**src/rtl/fm_pkg.sv**
```systemverilog
// ============================================================================
// fm_pkg : shared types and constants for the frequency-meter control path
// Rev 1.0
// ============================================================================
`default_nettype none

package fm_pkg;

  localparam int CNT_W           = 32;
  localparam int GATE_SHIFT_STEP = 2;

  typedef enum logic [2:0] {
    IDLE  = 3'd0,
    ARM   = 3'd1,
    GATE  = 3'd2,
    CLOSE = 3'd3,
    DONE  = 3'd4
  } seq_state_t;

  // Each gate_sel step divides the nominal gate by 4; never return a zero length.
  function automatic logic [CNT_W-1:0] gate_len(input logic [CNT_W-1:0] base,
                                                input logic [1:0]       sel);
    logic [CNT_W-1:0] len;
    len = base >> (GATE_SHIFT_STEP * int'(sel));
    return (len == '0) ? CNT_W'(1) : len;
  endfunction

endpackage

`default_nettype wire

```
**src/rtl/edge_det.sv**
```systemverilog
// ============================================================================
// edge_det : one-register rising-edge detector for a synchronized input
// Rev 1.0
// ============================================================================
`default_nettype none

module edge_det (
  input  logic clk,
  input  logic rst_n,
  input  logic sig_i,
  output logic rise_o
);

  logic sig_q;

  always_ff @(posedge clk or negedge rst_n) begin
    if (!rst_n) begin
      sig_q <= 1'b0;
    end else begin
      sig_q <= sig_i;
    end
  end

  assign rise_o = sig_i & ~sig_q;

endmodule

`default_nettype wire

```
**src/rtl/meas_sequencer.sv**
```systemverilog
// ============================================================================
// meas_sequencer : builds an fx-edge-aligned gate window from the start command
// Rev 1.0
// ============================================================================
`default_nettype none

module meas_sequencer
  import fm_pkg::*;
#(
  parameter int unsigned GATE_CYC    = 50_000_000,
  parameter int unsigned TIMEOUT_CYC = 100_000_000
) (
  input  logic             clk,
  input  logic             rst_n,
  input  logic             start_sig,
  input  logic             fx,
  input  logic [1:0]       gate_sel,
  output logic             gate,
  output logic             busy,
  output logic             done_sig,
  output logic             timeout,
  output logic [CNT_W-1:0] gate_cyc
);

  localparam logic [CNT_W-1:0] WAIT_LAST = CNT_W'(TIMEOUT_CYC - 1);
  localparam logic [CNT_W-1:0] CNT_MAX   = '1;

  seq_state_t       state_q;
  logic [CNT_W-1:0] len_q;
  logic [CNT_W-1:0] gcnt_q;
  logic [CNT_W-1:0] wait_q;
  logic [CNT_W-1:0] gate_cyc_q;
  logic             gate_q;
  logic             busy_q;
  logic             done_q;
  logic             timeout_q;

  logic             fx_rise;
  logic [CNT_W-1:0] len_d;

  edge_det u_fx_edge (
    .clk    (clk),
    .rst_n  (rst_n),
    .sig_i  (fx),
    .rise_o (fx_rise)
  );

  assign len_d = gate_len(CNT_W'(GATE_CYC), gate_sel);

  always_ff @(posedge clk or negedge rst_n) begin
    if (!rst_n) begin
      state_q    <= IDLE;
      len_q      <= '0;
      gcnt_q     <= '0;
      wait_q     <= '0;
      gate_cyc_q <= '0;
      gate_q     <= 1'b0;
      busy_q     <= 1'b0;
      done_q     <= 1'b0;
      timeout_q  <= 1'b0;
    end else begin
      done_q <= 1'b0;
      // The accumulator tracks the registered gate, so it matches the window seen downstream.
      if (gate_q && (gate_cyc_q != CNT_MAX)) begin
        gate_cyc_q <= gate_cyc_q + CNT_W'(1);
      end

      case (state_q)
        IDLE: begin
          if (start_sig) begin
            state_q    <= ARM;
            len_q      <= len_d;
            timeout_q  <= 1'b0;
            wait_q     <= '0;
            gate_cyc_q <= '0;
            busy_q     <= 1'b1;
          end
        end

        ARM: begin
          if (!start_sig) begin
            state_q <= IDLE;
            busy_q  <= 1'b0;
          end else if (fx_rise) begin
            state_q <= GATE;
            gate_q  <= 1'b1;
            gcnt_q  <= '0;
          end else if (wait_q == WAIT_LAST) begin
            state_q   <= DONE;
            timeout_q <= 1'b1;
            done_q    <= 1'b1;
            busy_q    <= 1'b0;
          end else begin
            wait_q <= wait_q + CNT_W'(1);
          end
        end

        GATE: begin
          if (!start_sig) begin
            state_q <= IDLE;
            gate_q  <= 1'b0;
            busy_q  <= 1'b0;
          end else if (gcnt_q == len_q - CNT_W'(1)) begin
            state_q <= CLOSE;
            wait_q  <= '0;
          end else begin
            gcnt_q <= gcnt_q + CNT_W'(1);
          end
        end

        CLOSE: begin
          if (!start_sig) begin
            state_q <= IDLE;
            gate_q  <= 1'b0;
            busy_q  <= 1'b0;
          end else if (fx_rise || (wait_q == WAIT_LAST)) begin
            state_q   <= DONE;
            gate_q    <= 1'b0;
            done_q    <= 1'b1;
            busy_q    <= 1'b0;
            timeout_q <= ~fx_rise;
          end else begin
            wait_q <= wait_q + CNT_W'(1);
          end
        end

        DONE: begin
          if (!start_sig) begin
            state_q <= IDLE;
          end
        end

        default: begin
          state_q <= IDLE;
          gate_q  <= 1'b0;
          busy_q  <= 1'b0;
        end
      endcase
    end
  end

  assign gate     = gate_q;
  assign busy     = busy_q;
  assign done_sig = done_q;
  assign timeout  = timeout_q;
  assign gate_cyc = gate_cyc_q;

endmodule

`default_nettype wire

```
**config.mk**
```make
export PLATFORM = sky130hd
export DESIGN_NAME = meas_sequencer
export DESIGN_NICKNAME = d
export VERILOG_FILES = /design/src/rtl/fm_pkg.sv /design/src/rtl/edge_det.sv /design/src/rtl/meas_sequencer.sv
export SDC_FILE = /design/constraint.sdc
export NUM_CORES = 1
export LEC_CHECK = 0
export BUFFER_PORTS_ARGS = -buffer_cell sky130_fd_sc_hd__buf_2
export CAP_MARGIN = 30
export CORE_ASPECT_RATIO = 0.8
export CORE_MARGIN = 2
export CORE_UTILIZATION = 50
export CTS_CLUSTER_SIZE = 10
export DETAILED_ROUTE_END_ITERATION = 7
export PLACE_DENSITY = 0.73
export REMOVE_ABC_BUFFERS = 1
export SKIP_CTS_REPAIR_TIMING = 1
export SYNTH_ARGS = -nofsm -noshare
export SYNTH_HDL_FRONTEND = slang
export SYNTH_HIERARCHICAL = 1
export SYNTH_SLANG_ARGS = --single-unit
export TNS_END_PERCENT = 20
```
**constraint.sdc**
```tcl
create_clock -name clk -period 4.7 [get_ports clk]
set_input_delay 0.47 -clock clk [delete_from_list [all_inputs] [get_ports clk]]
set_output_delay 0.47 -clock clk [all_outputs]
set_load 0.01 [all_outputs]
```
---- Yosys cells after proc, flatten, opt, wreduce, memory -nomap -nowiden ----
Cells that the tools add are included.
word-level totals
  flip-flop bits (word level) ............. 136
  latch bits .............................. 0
  RAM bits ................................ 0
  memory bits (read-only) ................. 0
  input port bits ......................... 6
  memories ................................ 0
operators by class
  $add $sub $neg .......................... 4
  multipliers ............................. 0
  div/mod/pow operators ................... 0
  magnitude comparators ................... 0
  equal/unequal tests ..................... 26
  shifts and indexed selects .............. 1
  mux-type cells .......................... 52
  bitwise logic cells ..................... 5
  reduce and logical (&&, ||, !) cells .... 15
operators with widths
  cell                                                                  number
  32-bit two-way mux                                                    16
  32-bit case mux with 4 select lines                                   1
  32-bit by 1-bit adder with 32-bit output, second input constant       3
  32-bit case mux with 2 select lines                                   1
  32-bit by 27-bit == test with 1-bit output, second input constant     1
  32-bit == test                                                        1
  32-bit zero test                                                      1
  32-bit != test, second input constant                                 1
  26-bit by 3-bit right shift with 32-bit output, first input constant  1
  32-bit by 1-bit subtractor with 32-bit output, second input constant  1
  2-bit != test, second input constant                                  14
  3-bit two-way mux                                                     9
  1-bit two-way mux                                                     20
  3-bit case mux with 5 select lines                                    1
  5-bit AND reduction                                                   3
  3-bit != test, second input constant                                  4
  9-bit AND reduction                                                   1
  7-bit AND reduction                                                   1
  3-bit by 2-bit == test with 1-bit output, second input constant       2
  6-bit AND reduction                                                   1
  1-bit case mux with 5 select lines                                    1
  4-bit != test, second input constant                                  1
  1-bit inverter                                                        4
  1-bit case mux with 4 select lines                                    1
  13 further kinds                                                      13

---- Logic depth before layout (Yosys ltp) ----
Gate-level depths: netlist (run 1).
  word-level depth ........................ 6
  gate-level depth with buffers ........... 14

---- Hierarchy ----
The synthesis (run 1) kept the hierarchy.
modules (own cells, without submodules)
  module          times used  cells an instance  area an instance (µm²)  sequential area each (µm²)
  meas_sequencer  1           831                7173.1                  2852.7
  edge_det        1           2                  38.8                    25.0

---- Least setup slack after synthesis (run 1) ----
Ideal clock, no wire load.
  kind .................................... flip-flop to flip-flop
  start ................................... register len_q[6]
  end ..................................... register gcnt_q[19]
  library setup time ...................... 0.078 ns
  data arrival time ....................... 3.239 ns
  setup slack ............................. 1.383 ns
  cell stages (with the launch flop) ...... 14
  period minus slack after synthesis ...... 3.317 ns
  cell sequence ........................... dfrtp_1 clkbuf_1 inv_1 ha_1 or4b_1 and3_1 or3_1 a31oi_1 mux2i_2 and4_4 buf_6 buf_6 or4_1 a21oi_1
on the way
  longest elaborated chain between the ends .. 4
RTL lines
  what                                           line                   RTL
  start, declared                                meas_sequencer.sv:29   logic [CNT_W-1:0] len_q;
  start signal, assigned                         meas_sequencer.sv:72   len_q <= len_d;
  32-bit by 1-bit subtractor with 32-bit output  meas_sequencer.sv:103  end else if (gcnt_q == len_q - CNT_W'(1)) begin
  32-bit == test                                 meas_sequencer.sv:103
  2-bit != test (no line)                        -
  5-bit AND reduction (no line)                  -
  end signal, assigned                           meas_sequencer.sv:107  gcnt_q <= gcnt_q + CNT_W'(1);
  end, declared                                  meas_sequencer.sv:30   logic [CNT_W-1:0] gcnt_q;
No other way between the ends.
A chain may end at the register's enable or synchronous reset.

---- Worst setup path after layout (run 1) ----
  start ................................... register len_q[6]
  end ..................................... register wait_q[24]
on the way
  longest elaborated chain between the ends .. 4
RTL lines
  what                                           line                   RTL
  32-bit by 1-bit subtractor with 32-bit output  meas_sequencer.sv:103
  32-bit == test                                 meas_sequencer.sv:103
  2-bit != test (no line)                        -
  9-bit AND reduction (no line)                  -
  end signal, assigned                           meas_sequencer.sv:94   wait_q <= wait_q + CNT_W'(1);
  end signal, assigned                           meas_sequencer.sv:123  wait_q <= wait_q + CNT_W'(1);
  end, declared                                  meas_sequencer.sv:31   logic [CNT_W-1:0] wait_q;
No other way between the ends.

==> results of run 1 <==
[metal layers]
layer	up-vias	global-route usage, %	part of all wire [%]
met3	19	5.20	6.9
met4	0	6.67	1.1
met2	214	32.9	42
met5	-	0	0
met1	3119	36.4	50
li1	3083	-	-
[state kept, by name (all words and copies together), names as in the netlist]
register	count
wait_q	32
len_q	11
gate_cyc	32
done_sig	1
timeout	1
busy	1
gcnt_q	32
u_fx_edge/sig_q	1
state_q	3
gate	1
[where the power goes]
group	internal (W)	leakage, nW	switching, W
clock	0.000667	0.252	0.000479
sequential	0.00104	1.57	0.0000946
combinational	0.000129	1.55	0.000211
total	0.00183	3.37	0.000784
[worst max-delay path, stage by stage, from the launching register on]
cell and delay, ns:
dfrtp_1 0.50, inv_1 0.13, ha_1 0.32, or4b_1 0.56
o21ai_0 0.18, or4b_1 0.45, a22oi_1 0.27, and2_4 0.21
a31oi_4 0.26, buf_16 0.28, or4_1 0.50, a21oi_1 0.15
[final timing paths]
path | startpoint | to | slack, ns | depth (start not counted)
max | len_q[6] | wait_q[24] | 0.78 | 11
max in group asynchronous | rst_n | wait_q[12] | 3.33 | 3
min in group asynchronous | rst_n | gcnt_q[15] | 0.47 | 2
min | fx | u_fx_edge/sig_q | 0.18 | 1
max reg2reg | len_q[6] | wait_q[24] | 0.78 | 11
min reg2reg | wait_q[0] | wait_q[0] | 0.51 | 1
[stage by stage]
step                      power, W  instance area (µm²)  util, %  std cells
after floorplan            0.00135                 6940        -        779
after global placement     0.00148                 7450     52.5       1011
after detailed placement   0.00148                 7480     52.7       1012
after CTS                  0.00264                 7990     56.3       1043
after global routing       0.00274                 8000     56.4       1044
final                      0.00262                 8000     56.4       1044
[kinds of logic after synthesis]
| group | synth area share, % |
|---|---|
| buffers and inverters | 4.72 |
| AOI/OAI and AO/OA | 13.2 |
| DFF | 39.9 |
| adders and majority gates | 1.73 |
| xor gates and xnor gates | 5.46 |
| and+or+nand+nor | 32.8 |
| muxes | 2.15 |
[final cells by class]
class	count	area (µm²)	area share [%]
Clock buffer	18	429	5.36
Clock inverter	13	87.6	1.09
Inverter	18	67.6	0.844
Multi-Input combinational cell	646	4010	50.1
Sequential cell	115	2880	36.0
Tap cell	184	230	2.88
Timing Repair Buffer	50	298	3.72
[layout by cell type, fill, tap and decap left out, types with 13 or more instances in the layout]
master / count
inv_1: 18
xor2_1: 27
xnor2_1: 18
nor2_1: 58
nand4_1: 32
mux2i_1: 13
o21ai_0: 40
or3_1: 43
nand2_1: 79
buf_2: 40
dfrtp_1: 115
nor3_1: 15
a21oi_1: 54
nand3_1: 55
and3_1: 28
or4_1: 24
o31ai_1: 17
clkbuf_16: 17
==> results.txt, run 1 <==
----------------------------------------------------
[Status]
  Run status ... completed

[Critical path]
  Crit-path max FO ... 27
  Data arrival at the endpoint of the critical path ... 4.26 ns
  Data required, critical path ... 5.04 ns
  Setup Crit Path Kind ... flop to flop
  Crit. End Element ... flop
  Kind of start point of the critical path ... flop

[Die]
  Initial cell density of the core ... 50.8%
  DIE AREA ... 15,400 µm²
  Core region area ... 14,200 µm²
  Number of cell rows ... 39
  Number of top-level design ports ... 42
  Y dimension of the die ... 111 µm
  Die Width ... 138 µm

[STA]
  Maximum achievable frequency ... 255 MHz
  Post-route clock period utilization ... 83.5%
  Slew Limit Fails ... 0
  Unrepaired setup endpoints after global routing ... no
  Worst clock skew on the final layout ... 0.0211 ns
  Setup violations, final ... 0
  Final period demand of the worst path ... 3.92 ns
  Worst hold slack ... 0.176 ns
  Relative max-transition margin ... 41.7%
  Worst path setup slack after routing ... 0.775 ns
  Number of failing hold endpoints at the final stage ... 0
  Actual transition at the worst max-transition pin ... 0.872 ns
  Final total negative setup slack ... 0 ns

[Finish]
  Share of post-route cells with drive strength above 1 ... 12.2%
  Antenna diode count ... 0
  Relative area change from synthesis to final layout ... 11.0%
  Number of fillers in the final layout ... 1,275
  Number of nets in the finished design ... 864

[Global routing]
  Initial antenna violation count ... 0
  Via count of the first global-routing pass ... 5,755
  Combined global-route utilization of all metal layers ... 23.5%
  First-pass GRT wire length ... 29.5 mm
  Congestion Overflow GR ... 0
  Pin count of the biggest net entering global routing ... 55

[Run]
  Count of max-cap constraint violations ... 0

[Power and ir drop]
  Leakage ... 3.37 nW
  Max VDD drop ... 0.322 mV
  Power density cells ... 327 nW/µm²

[Synth]
  Biggest area contributors in the synthesized netlist ... dfrtp_1 40%, nand2_1 4.1%, nand3_1 3.8%
  Count of cell types in the netlist ... 72
  Average size of a mapped cell ... 8.66 µm²
  Number of warnings reported in the yosys synthesis log ... 6
  Cell types with the highest counts after synthesis ... 115 x dfrtp_1, 79 x nand2_1, 58 x nor2_1
  Fraction of registers with async set/reset ... 100%
  Most area-hungry cell type in the Yosys netlist ... dfrtp_1
  Synth Instances ... 833
  Share of the synthesized area in the top cell type ... 39.9%
  Ys flop type ... dfrtp_1
  Sequential cell area fraction in the yosys report ... 39.9%
  Post-synthesis cell area ... 7210 µm²
  Top-count cell post-synth ... dfrtp_1
  Synthesis-stage register bit count ... 115
  Number of enable-type register cells in the synthesized netlist ... 0

[Route]
  Number of iterations in the first detailed-routing pass ... 5
  Final ANT Viol Nets ... 0
  Iteration-0 DRC Markers ... 569
  Detailed-route wire length per cell ... 16.6 µm
  Via count ... 6,435
  Via count normalized by instance count ... 6.16
  Routed WL ... 17.4 mm
  Number of remaining DRC errors ... 0

[CTS]
  CTS tree ... built
  Root cell of the clock tree ... clkbuf_16
  Clock latency on the worst-skew pair ... 0.43 ns
  Number of buffers created by CTS ... 17
  Worst-case clock buffer depth ... 2
  CTS H-tree depth ... 4
  Clock-pin transition on the worst setup and hold timing paths ... 0.05 ns
  Clk sinks ... 115

[Place]
  Buffers on Ports ... 41
  Half-perimeter wire length of the detailed placement result ... 12.0 mm
  Worst slack at placement ... 0.838 ns
  RePlAce Congestion ... 0.940

[Worst hold path]
  Hold crit path type ... primary input to flop

----------------------------------------------------
(Power assumes the default switching activity.)
==> run 2: changes to the inputs <==
Settings changed: PLACE_DENSITY 0.73 to 0.76.
Clock period 4.7 ns to 3.52 ns, I/O delays scaled along.
==> results.txt, run 2 (synthesized netlist as in run 1, its figures left out) <==
----------------------------------------------------
[Route]
  Met3 WL post-DR ... 1.29 mm (+6.5%)
  Routed WL ... 18.0 mm (+3.7%)
  Met1 routed wirelength after detailed routing ... 8.87 mm (+2.0%)
  Via count ... 6,433 (-0.031%)
  Iteration-0 DRC Markers ... 643 (+13%)
  Number of remaining DRC errors ... 0 (unchanged)
  Detailed-route wire length per cell ... 16.9 µm (+1.7%)
  DR top layer ... met4
  Met2 Wirelength ... 7.66 mm (+5.1%)
  Number of iterations in the first detailed-routing pass ... 6 (+1)
  Via count normalized by instance count ... 6.05 (-1.9%)
  Final ANT Viol Nets ... 0 (unchanged)

[Global routing]
  Via count of the first global-routing pass ... 6,093 (+5.9%)
  Initial antenna violation count ... 0 (unchanged)
  Congestion Overflow GR ... 0 (unchanged)
  Pin count of the biggest net entering global routing ... 66 (+20%)
  First-pass GRT wire length ... 30.9 mm (+4.9%)
  Combined global-route utilization of all metal layers ... 24.5% (+1.0 points)

[CTS]
  CTS tree ... built
  Clock-pin transition on the worst setup and hold timing paths ... 0.06 ns (about the same)
  Clock latency on the worst-skew pair ... 0.42 ns (about the same)
  CTS H-tree depth ... 4 (unchanged)
  Clk sinks ... 115 (unchanged)
  Worst-case clock buffer depth ... 2 (unchanged)
  Number of buffers created by CTS ... 17 (unchanged)
  Root cell of the clock tree ... clkbuf_16

[STA]
  Relative max-transition margin ... 51.5% (+9.8 points)
  Maximum achievable frequency ... 297 MHz (+17%)
  Number of failing hold endpoints at the final stage ... 47 (+47)
  Slew Limit Fails ... 0 (unchanged)
  Worst path setup slack after routing ... 0.152 ns (-0.623 ns)
  Final period demand of the worst path ... 3.37 ns (-0.557 ns)
  Setup violations, final ... 0 (unchanged)
  Actual transition at the worst max-transition pin ... 0.728 ns (-0.144 ns)
  Post-route clock period utilization ... 95.7% (+12 points)
  Worst clock skew on the final layout ... 0.0127 ns (-0.00834 ns)
  Worst hold slack ... -0.0380 ns (-0.214 ns)

[Status]
  Violations in the final reports ... negative hold slack
  Run status ... finished, violations left

[Die]
  Initial cell density of the core ... 50.8% (unchanged)
  Number of top-level design ports ... 42 (unchanged)
  DIE AREA ... 15,400 µm² (unchanged)
  Y dimension of the die ... 111 µm (unchanged)
  Core region area ... 14,200 µm² (unchanged)
  Number of cell rows ... 39 (unchanged)
  Die Width ... 138 µm (unchanged)

[Power and ir drop]
  Leakage ... 3.51 nW (+4.2%)
  Power density cells ... 454 nW/µm² (+39%)
  Overall Power ... 0.00376 W (+44%)
  Max VDD drop ... 0.367 mV (+14%)

[Critical path]
  Data arrival at the endpoint of the critical path ... 3.71 ns (-0.55 ns)
  Launch point of the critical path ... len_q[3]
  Slack of the worst reg-to-reg path ... 0.15 ns (-0.62 ns)
  Kind of start point of the critical path ... flop
  Setup Crit Path Kind ... flop to flop
  Data required, critical path ... 3.86 ns (-1.18 ns)
  Crit-path max FO ... 21 (-22%)
  Worst reg2reg startpoint ... len_q[3]
  Crit. End Element ... flop

[Finish]
  Relative area change from synthesis to final layout ... 14.9%
  Most frequent standard cell in the layout excluding fill and tap cells ... dfrtp_1
  Area of the multi-input gates ... 4050 µm² (+0.97%)
  Share of post-route cells with drive strength above 1 ... 14.9% (+2.7 points)
  Sequential Area ... 2880 µm² (unchanged)
  Number of nets in the finished design ... 883 (+2.2%)
  Number of fillers in the final layout ... 1,195 (-6.3%)
  Most used cells in the layout excluding fill and tap cells ... 115 x dfrtp_1, 79 x nand2_1, 58 x nor2_1
  Final core utilization ... 58.3% (+2.0 points)
  Antenna diode count ... 0 (unchanged)

[Place]
  RePlAce Congestion ... 0.982 (+4.4%)
  Worst slack at placement ... 0.153 ns (-0.685 ns)
  Buffers on Ports ... 41 (unchanged)
  Half-perimeter wire length of the detailed placement result ... 12.3 mm (+2.6%)

[Worst hold path]
  Hold crit path type ... primary input to async pin

[Run]
  Count of max-cap constraint violations ... 0 (unchanged)

----------------------------------------------------
## run 2: critical path, cell delays in order (launching register included)
cell and delay (ns):
dfrtp_1 0.44, inv_1 0.09, ha_1 0.21, or4b_2 0.67
nor4_1 0.32, a211o_1 0.20, a22oi_1 0.09, and2_4 0.19
and4_4 0.22, buf_12 0.16, or4_1 0.50, a21oi_1 0.19
## run 2: final cells by class
type                       instances  share of cell area, %
sequential                       115                   34.7
tap                              184                   2.78
clock buffer                      19                   5.47
multi-input combinational        646                   48.9
clock inverter                    13                   1.80
timing repair buffer              69                   5.50
inverter                          18                  0.815
## run 2: metrics by stage
step	hold slack [ns]	area, µm²	setup TNS, ns	cells
global placement	0.434	7640	0	1032
finish	-0.0380	8290	0	1064
detailed placement	0.434	7640	0	1032
CTS	-0.0186	8250	0	1064
floorplan	0.0564	6940	-4.20	779
global route	0.00286	8290	-0.00145	1064
## run 2: report_power, final
part	switching (W)	internal [W]	leakage (nW)
registers	0.0000979	0.00138	1.57
clock network	0.000661	0.00109	0.287
logic	0.000327	0.000203	1.66
total	0.00109	0.00268	3.51
## run 2: path summary, 6_finish.rpt
path / depth (start not counted) / end
setup / recovery: 11 / gcnt_q[27]
hold / removal: 1 / gate_cyc[5]
setup reg to reg: 11 / gcnt_q[27]
hold reg to reg: 2 / timeout
max in group asynchronous: 2 / len_q[19]
min in group clk: 1 / u_fx_edge/sig_q
## run 2: per-layer routing
layer / track usage (%) / vias to the layer above
met4: 8.23 / 0
li1: - / 3141
met2: 35.3 / 213
met1: 35.7 / 3057
met5: 0 / -
met3: 6.84 / 22
==> run 3: changes to the inputs <==
--- a/config.mk
+++ b/config.mk
@@ -14,3 +14,3 @@
 export DETAILED_ROUTE_END_ITERATION = 7
-export PLACE_DENSITY = 0.76
+export PLACE_DENSITY = 0.73
 export REMOVE_ABC_BUFFERS = 1
==> constraint.sdc (replaced) <==
create_clock -name clk -period 3.2 [get_ports clk]
set_input_delay 0.16 -clock clk [delete_from_list [all_inputs] [get_ports clk]]
set_output_delay 0.16 -clock clk [all_outputs]
set_load 0.01 [all_outputs]
==> results.txt, run 3 (synthesized netlist as in run 1, its figures left out) <==
----------------------------------------------------
[Route]
  Via count normalized by instance count ... 6.19 (+2.4%)
  Iteration-0 DRC Markers ... 847 (+32%)
  Routed WL ... 20.0 mm (+11%)
  Final ANT Viol Nets ... 0 (unchanged)
  Detailed-route wire length per cell ... 18.0 µm (+6.4%)
  Number of iterations in the first detailed-routing pass ... 5 (-1)
  Number of remaining DRC errors ... 0 (unchanged)
  Via count ... 6,863 (+6.7%)

[Power and ir drop]
  Max VDD drop ... 0.418 mV (+14%)
  Leakage ... 3.80 nW (+8.3%)
  Power density cells ... 465 nW/µm² (+2.4%)

[STA]
  Slew Limit Fails ... 0 (unchanged)
  Final total negative setup slack ... -0.107 ns (-0.107 ns)
  Number of failing hold endpoints at the final stage ... 0 (-100%)
  Setup violations, final ... 8 (+8)
  Unrepaired setup endpoints after global routing ... yes
  Actual transition at the worst max-transition pin ... 0.705 ns (-0.0235 ns)
  Worst hold slack ... 0.00676 ns (+0.0448 ns)
  Worst path setup slack after routing ... -0.0287 ns (-0.180 ns)
  Relative max-transition margin ... 53.0% (+1.6 points)
  Maximum achievable frequency ... 310 MHz (+4.3%)
  Post-route clock period utilization ... 101% (+5.2 points)
  Final period demand of the worst path ... 3.23 ns (-0.140 ns)
  Worst clock skew on the final layout ... 0.00774 ns (-0.00500 ns)

[Die]
  Number of top-level design ports ... 42 (unchanged)
  DIE AREA ... 15,400 µm² (unchanged)
  Initial cell density of the core ... 50.8% (unchanged)
  Die Width ... 138 µm (unchanged)
  Core region area ... 14,200 µm² (unchanged)
  Y dimension of the die ... 111 µm (unchanged)
  Number of cell rows ... 39 (unchanged)

[Finish]
  Most used cells in the layout excluding fill and tap cells ... 114 x dfrtp_1, 79 x nand2_1, 57 x nor2_1
  Cell area after layout ... 8940 µm² (+7.9%)
  Share of post-route cells with drive strength above 1 ... 23.7% (+8.8 points)
  Relative area change from synthesis to final layout ... 24.0%
  Number of fillers in the final layout ... 1,159 (-3.0%)
  Number of nets in the finished design ... 928 (+5.1%)
  Final core utilization ... 63.0% (+4.6 points)
  Antenna diode count ... 0 (unchanged)
  Most frequent standard cell in the layout excluding fill and tap cells ... dfrtp_1

[Worst hold path]
  Number of cells on the worst hold path ... 2
  Source of the worst hold timing path ... gate_sel[1]
  Worst Hold Path EP ... len_q[23]
  Hold crit path type ... primary input to flop

[CTS]
  Number of buffers created by CTS ... 17 (unchanged)
  Clk sinks ... 115 (unchanged)
  Clock-pin transition on the worst setup and hold timing paths ... 0.06 ns (about the same)
  CTS H-tree depth ... 4 (unchanged)
  CTS tree ... built
  Worst-case clock buffer depth ... 2 (unchanged)
  Clock latency on the worst-skew pair ... 0.42 ns (about the same)
  Root cell of the clock tree ... clkbuf_16

[Critical path]
  Crit. End Element ... flop
  R2R Path End ... wait_q[13]
  Data arrival at the endpoint of the critical path ... 3.57 ns (-0.14 ns)
  Cell chain of the critical path ... buf_4 -> nor3_1 -> nand4b_1 -> mux2_4 -> nand2b_4 -> nor4_4 -> buf_6 -> a31oi_4 -> buf_6 -> or3_1 -> a21oi_1
  Crit-path max FO ... 9 (-57%)
  Data required, critical path ... 3.55 ns (-0.31 ns)
  Kind of start point of the critical path ... flop
  Critical Path Most Common Cell ... buf_6
  CP top delay family ... simple AND/OR/NAND/NOR gates
  Setup Crit Path Kind ... flop to flop
  Buffering stage count on the worst path with inverters included ... 3 (+1)
  CP max stage cell ... dfrtp_1
  Worst reg2reg startpoint ... len_q[23]
  R2R depth ... 11 (unchanged)
  Slack of the worst reg-to-reg path ... -0.03 ns (-0.18 ns)
  Critical Path Max Stage Delay ... 0.42 ns (-0.25 ns)

[Global routing]
  Combined global-route utilization of all metal layers ... 24.4% (-0.11 points)
  Congestion Overflow GR ... 0 (unchanged)
  First-pass GRT wire length ... 30.6 mm (-0.89%)
  Via count of the first global-routing pass ... 5,979 (-1.9%)
  Initial antenna violation count ... 0 (unchanged)
  Pin count of the biggest net entering global routing ... 76 (+15%)

[Place]
  Buffers on Ports ... 41 (unchanged)
  Area of placed instances ... 7830 µm² (+2.5%)
  Half-perimeter wire length of the detailed placement result ... 12.7 mm (+3.2%)
  RePlAce Congestion ... 0.940 (-4.2%)

[Run]
  Count of max-cap constraint violations ... 0 (unchanged)

[Status]
  Violations in the final reports ... negative setup slack
  Run status ... finished, violations left

----------------------------------------------------
run 3: changes by cell type in the layout (fill, tap and decap cells not counted), sizes merged:
cell	previous run	this run
bufinv	2	1
clkinvlp	3	2
dlygate4sd3	0	2
clkbuf	19	21
a31oi	5	7
clkinv	4	8
buf	69	106
run 3: metal layers:
layer | track usage, % | up-vias | wire length (µm)
met3 | 6.06 | 36 | 1570
met5 | 0 | - | 0
met2 | 34.6 | 297 | 8670
met4 | 6.53 | 0 | 314
met1 | 37.2 | 3299 | 9430
li1 | - | 3231 | -
run 3: power by group:
part | switching, W | leakage (nW) | internal, W | total [W]
Combinational | 0.000426 | 1.96 | 0.000313 | 0.000739
Sequential | 0.0000970 | 1.57 | 0.00152 | 0.00162
Clock | 0.000728 | 0.274 | 0.00107 | 0.00180
run 3: metrics by stage:
stage	instances	setup WS, ns	power, W
3_3_place_gp	1057	-0.0662	0.00226
3_5_place_dp	1057	-0.122	0.00227
5_1_grt	1109	-0.125	0.00434
4_1_cts	1089	-0.140	0.00408
6_report	1109	-0.0287	0.00416
2_1_floorplan	779	-0.483	0.00198
run 3: layout make-up:
type | instances | area, µm² | share of cell area, %
repair buffers | 112 | 911 | 10.2
clock buffers | 17 | 425 | 4.76
inverters | 18 | 67.6 | 0.756
clock inverters | 15 | 131 | 1.47
well taps | 184 | 230 | 2.57
flip-flops and latches | 115 | 2880 | 32.2
multi-input cells | 648 | 4300 | 48.1
run 3: how the worst max path moves through the flow:
| stage | cells after the start | endpoint | startpoint |
|---|---|---|---|
| after floorplan | 10 | wait_q[10] | len_q[6] |
| after global placement | 12 | gcnt_q[19] | len_q[6] |
| after detailed placement | 9 | wait_q[31] | len_q[14] |
| after CTS | 9 | wait_q[31] | len_q[14] |
| after global routing | 14 | gcnt_q[11] | len_q[6] |
| final | 11 | wait_q[13] | len_q[23] |
run 3: worst reg2reg max path, cell delays in order, from the launching register on:
cell,delay (ns)
dfrtp_1,0.42
buf_4,0.20
nor3_1,0.36
nand4b_1,0.27
mux2_4,0.39
nand2b_4,0.16
nor4_4,0.30
buf_6,0.19
a31oi_4,0.18
buf_6,0.19
or3_1,0.34
a21oi_1,0.15
